## src/rtl/compare_sort_ctrl_if.sv

```systemverilog
// Producer/consumer streams and status for the block sorter.
// slave = sorter side, master = environment side.
interface compare_sort_ctrl_if;
    logic       in_valid;
    logic       in_ready;
    logic [3:0] in_data;
    logic       out_valid;
    logic       out_ready;
    logic [3:0] out_data;
    logic       out_last;
    logic       busy;
    logic [7:0] swap_count;

    modport slave (
        input  in_valid, in_data, out_ready,
        output in_ready, out_valid, out_data, out_last, busy, swap_count
    );

    modport master (
        output in_valid, in_data, out_ready,
        input  in_ready, out_valid, out_data, out_last, busy, swap_count
    );
endinterface

```

## src/rtl/compare_sort_ctrl.sv

```systemverilog
// Block sorter: loads N nibbles, bubble-sorts them through one shared
// comparator at one compare per cycle, then streams the block out.
module magnitude_comparator (
    input  logic [3:0] a,
    input  logic [3:0] b,
    output logic       aeqb,
    output logic       agtb,
    output logic       altb
);
    assign aeqb = (a == b);
    assign agtb = (a > b);
    assign altb = (a < b);
endmodule

module compare_sort_ctrl #(
    parameter int N          = 8,
    parameter bit DESCENDING = 1'b0
) (
    input  logic          clk,
    input  logic          reset,
    compare_sort_ctrl_if.slave bus
);
    localparam int            PW       = $clog2(N);
    localparam logic [PW-1:0] LAST_IDX = PW'(N - 1);
    localparam logic [PW-1:0] CMP_END  = PW'(N - 2);

    typedef enum logic [1:0] {
        S_LOAD,
        S_SORT,
        S_OUT
    } state_t;

    state_t        state, state_nx;
    logic [3:0]    mem [N];
    logic [PW-1:0] wr_ptr;
    logic [PW-1:0] rd_ptr;
    logic [PW-1:0] idx;
    logic [PW-1:0] idx_p1;
    logic          pass_swapped;
    logic [7:0]    swap_count;
    logic          aeqb, agtb, altb;
    logic          do_swap;
    logic          in_xfer;
    logic          out_xfer;
    logic          pass_end;

    assign idx_p1 = idx + PW'(1);

    magnitude_comparator u_cmp (
        .a    (mem[idx]),
        .b    (mem[idx_p1]),
        .aeqb (aeqb),
        .agtb (agtb),
        .altb (altb)
    );

    // Equal pairs never swap, which keeps the sort stable.
    assign do_swap  = (state == S_SORT) & ~aeqb & (DESCENDING ? altb : agtb);
    assign in_xfer  = (state == S_LOAD) & bus.in_valid;
    assign out_xfer = (state == S_OUT) & bus.out_ready;
    assign pass_end = (idx == CMP_END);

    assign bus.in_ready   = (state == S_LOAD);
    assign bus.out_valid  = (state == S_OUT);
    assign bus.out_data   = (state == S_OUT) ? mem[rd_ptr] : 4'd0;
    assign bus.out_last   = (state == S_OUT) & (rd_ptr == LAST_IDX);
    assign bus.busy       = (state != S_LOAD);
    assign bus.swap_count = swap_count;

    always_ff @(posedge clk or posedge reset) begin
        if (reset) state <= S_LOAD;
        else       state <= state_nx;
    end

    always_comb begin
        state_nx = state;
        unique case (state)
            S_LOAD: if (in_xfer && wr_ptr == LAST_IDX) state_nx = S_SORT;
            S_SORT: if (pass_end && !pass_swapped && !do_swap) state_nx = S_OUT;
            S_OUT:  if (out_xfer && rd_ptr == LAST_IDX) state_nx = S_LOAD;
            default: state_nx = S_LOAD;
        endcase
    end

    always_ff @(posedge clk or posedge reset) begin
        if (reset) begin
            wr_ptr       <= '0;
            rd_ptr       <= '0;
            idx          <= '0;
            pass_swapped <= 1'b0;
            swap_count   <= 8'd0;
        end else begin
            if (in_xfer) begin
                if (wr_ptr == LAST_IDX) begin
                    wr_ptr       <= '0;
                    idx          <= '0;
                    pass_swapped <= 1'b0;
                    swap_count   <= 8'd0;
                end else begin
                    wr_ptr <= wr_ptr + PW'(1);
                end
            end
            if (state == S_SORT) begin
                if (do_swap && swap_count != 8'd255)
                    swap_count <= swap_count + 8'd1;
                if (pass_end) begin
                    idx          <= '0;
                    pass_swapped <= 1'b0;
                end else begin
                    idx          <= idx_p1;
                    pass_swapped <= pass_swapped | do_swap;
                end
            end
            if (out_xfer) begin
                if (rd_ptr == LAST_IDX) rd_ptr <= '0;
                else                    rd_ptr <= rd_ptr + PW'(1);
            end
        end
    end

    // Array contents are don't-care after reset, so no reset branch.
    always_ff @(posedge clk) begin
        if (in_xfer) mem[wr_ptr] <= bus.in_data;
        if (do_swap) begin
            mem[idx]    <= mem[idx_p1];
            mem[idx_p1] <= mem[idx];
        end
    end
endmodule
```

## src/flat_wrapper.sv

```systemverilog
// flat-port wrapper written by rule: the top's interface ports become plain ports
module compare_sort_ctrl_flat 
#(
    parameter int N          = 8,
    parameter bit DESCENDING = 1'b0
)
  (clk, reset, bus_in_valid, bus_in_data, bus_out_ready, bus_in_ready, bus_out_valid, bus_out_data, bus_out_last, bus_busy, bus_swap_count);
  compare_sort_ctrl_if bus_i ();
  input  logic clk;
  input  logic reset;
  input wire logic [$bits(bus_i.in_valid)-1:0] bus_in_valid;
  input wire logic [$bits(bus_i.in_data)-1:0] bus_in_data;
  input wire logic [$bits(bus_i.out_ready)-1:0] bus_out_ready;
  output wire logic [$bits(bus_i.in_ready)-1:0] bus_in_ready;
  output wire logic [$bits(bus_i.out_valid)-1:0] bus_out_valid;
  output wire logic [$bits(bus_i.out_data)-1:0] bus_out_data;
  output wire logic [$bits(bus_i.out_last)-1:0] bus_out_last;
  output wire logic [$bits(bus_i.busy)-1:0] bus_busy;
  output wire logic [$bits(bus_i.swap_count)-1:0] bus_swap_count;
  assign bus_i.in_valid = bus_in_valid;
  assign bus_i.in_data = bus_in_data;
  assign bus_i.out_ready = bus_out_ready;
  assign bus_in_ready = bus_i.in_ready;
  assign bus_out_valid = bus_i.out_valid;
  assign bus_out_data = bus_i.out_data;
  assign bus_out_last = bus_i.out_last;
  assign bus_busy = bus_i.busy;
  assign bus_swap_count = bus_i.swap_count;
  compare_sort_ctrl #(.N(N), .DESCENDING(DESCENDING)) u_core (.clk(clk), .reset(reset), .bus(bus_i));
endmodule
```

## config.mk

```make
export PLATFORM = sky130hd
export DESIGN_NAME = compare_sort_ctrl_flat
export DESIGN_NICKNAME = d
export VERILOG_FILES = /design/src/rtl/compare_sort_ctrl_if.sv /design/src/rtl/compare_sort_ctrl.sv /design/src/flat_wrapper.sv
export SDC_FILE = /design/constraint.sdc
export NUM_CORES = 1
export LEC_CHECK = 0
export BUFFER_PORTS_ARGS = -buffer_cell sky130_fd_sc_hd__buf_2
export CAP_MARGIN = 10
export CORE_MARGIN = 1.5
export CORE_UTILIZATION = 30
export CTS_BUF_LIST = sky130_fd_sc_hd__clkbuf_8
export DETAILED_ROUTE_END_ITERATION = 10
export PLACE_DENSITY = 0.55
export SLEW_MARGIN = 20
export SYNTH_ARGS = -nofsm -noshare
export SYNTH_HDL_FRONTEND = slang
export SYNTH_HIERARCHICAL = 1
export SYNTH_SLANG_ARGS = --single-unit
```

## constraint.sdc

```tcl
create_clock -name clk -period 4.91 [get_ports clk]
set_clock_uncertainty 0.05 [all_clocks]
set_input_delay 0.2455 -clock clk [delete_from_list [all_inputs] [get_ports clk]]
set_output_delay 0.2455 -clock clk [all_outputs]
set_load 0.1 [all_outputs]
```

==> run_results.csv <==
group,metric,value,unit
critical_path,cp_slowest_cell,"mux4_2",
clock_tree,cts_setup_buffers,0,
grt,grt_pass1_wl,15500,µm
critical_path,crit_fanout,10,
grt,grt-ovfl-total,0,
yosys,synthCells,310,
clock_tree,cts_hold_buf,0,
clock_tree,path_clk_slew,0.09,ns
critical_path,path_cells,"inv_2 -> ha_1 -> inv_2 -> mux4_2 -> inv_1 -> ha_1 -> nand2_1 -> nor2_1 -> a21oi_2 -> nand4bb_1 -> buf_4 -> nor4_4 -> o21bai_1",
sta,tightest_slew,0.787,ns
grt,antenna_found_initial,0,
clock_tree,numCtsBuffers,5,
routing,drtIter0Drc,157,
routing,avgViaCountPerCell,5.44,
sta,tns,0,ns
routing,routedWlPerCell,19.8,µm
final_layout,area_growth,10.8,%
final_layout,seqCellArea,0.00146,mm²
critical_path,cp_data_required_time,4.82,ns
clock_tree,post_cts_resize_count,0,
critical_path,reg2reg_depth,13,
yosys,syn-mean-instance-area,11.8,µm²
flow_run,cap_violations,0,
critical_path,r2r-start,"u_core/idx[0]$_DFFE_PP0P_",
critical_path,r2r-end,"u_core/mem[4][3]$_DFFE_PP_",
sta,hold_violations,0,
clock_tree,root_buffer,"clkbuf_8",
yosys,synth_nets,329,
grt,first_global_vias,2652,
routing,vias,2650,
clock_tree,htreeDepth,2,
floorplan,start_util,30.5,%
critical_path,cp-start-kind,"flip-flop",
yosys,yosysWarnings,6,
routing,dr.pass1.iters,4,
sta,slew_violations,0,
floorplan,fp.dieW,113,µm
floorplan,ios,24,
clock_tree,worstSkewPairLatency,0.31,ns
final_layout,antenna_cells,0,
min_path,min_path_type,"input pin to async pin",
final_layout,drive_above_1_share,29.4,%
floorplan,placementRows,40,
place,hpwl,7270,µm
critical_path,worstSetupEndpoint,"u_core/mem[4][3]$_DFFE_PP_",
final_layout,multi_input_area,0.00208,mm²
clock_tree,cts_tree,"built",
sta,post-route-period-util,84.8,%
routing,ant_nets,0,
sta,setup_viol,0,
critical_path,r2r_slack,0.75,ns
final_layout,fill_cells,1173,
critical_path,worst-setup-path-type,"flip-flop to flip-flop",
sta,min_period,4.16,ns
routing,drc,0,
final_layout,nNetsFinal,358,
critical_path,cp.arrival,4.08,ns
clock_tree,cts_sinks,52,
critical_path,critPathCaptureType,"flip-flop",
clock_tree,clockBufferDepth,2,
yosys,syn-cell-area,0.00365,mm²
grt,grt_max_degree,21,
floorplan,die_area,0.0128,mm²
critical_path,startpoint,"u_core/idx[0]$_DFFE_PP0P_",
critical_path,cpPeakStageDelay,0.59,ns
sta,slew_headroom,47.5,%
run_status,status,"complete, no violations",
floorplan,coreArea,0.0120,mm²
place,portBuffers,23,
floorplan,die_h,113,µm
grt,grt.total_usage,15.9,%
place,gp_congestion,0.906,
sta,clock.fmax,240,MHz
sta,rsz0062_at_grt,"no",
routing,wirelength,9630,µm
==> cell usage in the layout, fill, tap and decap left out, types with 3 or more instances in the layout <==
cell type,count
clkbuf_8,5
inv_1,12
ha_1,11
nand2_1,56
buf_4,11
nor3_1,7
edfxtp_1,32
nor4_4,6
nand2b_1,3
nand3_1,5
nor3b_1,3
o21ai_0,4
mux2i_1,7
mux4_2,21
buf_2,23
dfrtp_1,20
o21bai_1,8
a31oi_1,4
o21ai_1,35
a21oi_1,4
mux2_4,7
mux2_2,11
nor2_1,9
a21o_1,3
mux2i_4,4
==> layer usage <==
layer	routed length, µm	global-route usage, %	up-vias
li1	-	-	1245
met1	4430	21.8	1333
met2	4630	25.9	60
met3	372	2.46	12
met4	198	5.58	0
met5	0	0	-
==> worst max-delay path, delay by kind of cell, from the launching register on <==
kind / cells / cell delay (ns)
buf+inv: 4 / 0.90
mux: 1 / 0.59
simple gates: 4 / 0.82
compound gates: 2 / 0.44
fa+ha+maj: 2 / 0.54
flops: 1 / 0.47
==> how the worst min path moves through the flow <==
stage,endpoint,startpoint,slack (ns),depth (start not counted)
3_5_place_dp,u_core/bus.swap_count[5]$_DFF_PP0_,reset,0.38,2
6_report,u_core/bus.swap_count[5]$_DFF_PP0_,reset,0.01,2
4_1_cts,u_core/bus.swap_count[5]$_DFF_PP0_,reset,0.04,2
3_3_place_gp,u_core/bus.swap_count[5]$_DFF_PP0_,reset,0.38,2
2_1_floorplan,u_core/bus.swap_count[0]$_DFF_PP0_,reset,0.16,1
5_1_grt,u_core/bus.swap_count[5]$_DFF_PP0_,reset,0.09,2
==> state kept, by name, summed over array words and instances, names as in the netlist <==
register	flops
u_core/mem	32
u_core/wr_ptr	3
u_core/idx	3
u_core/state	2
u_core/rd_ptr	3
u_core/bus.swap_count	8
u_core/pass_swapped	1
==> final cells by class <==
type                    count  share of cell area [%]
well taps                 147                    4.55
multi-input cells         234                    51.4
repair buffers             34                    4.89
flip-flops and latches     52                    36.1
inverters                  12                    1.11
clock buffers               5                    1.70
clock inverters             3                   0.278
==> per-stage QoR <==
step	hold slack (ns)	worst slack (ns)	util [%]	area (µm²)	std cells
after floorplan	0.159	0.571	-	3650	310
after global placement	0.382	0.833	33.2	3970	479
after detailed placement	0.384	0.789	33.2	3970	479
after CTS	0.0443	0.741	33.8	4050	487
after global routing	0.0950	0.428	33.8	4050	487
final	0.0143	0.746	33.8	4050	487
Power is not shown: default switching activity piles up to over one toggle a cycle in this logic, so the estimate is an artifact.
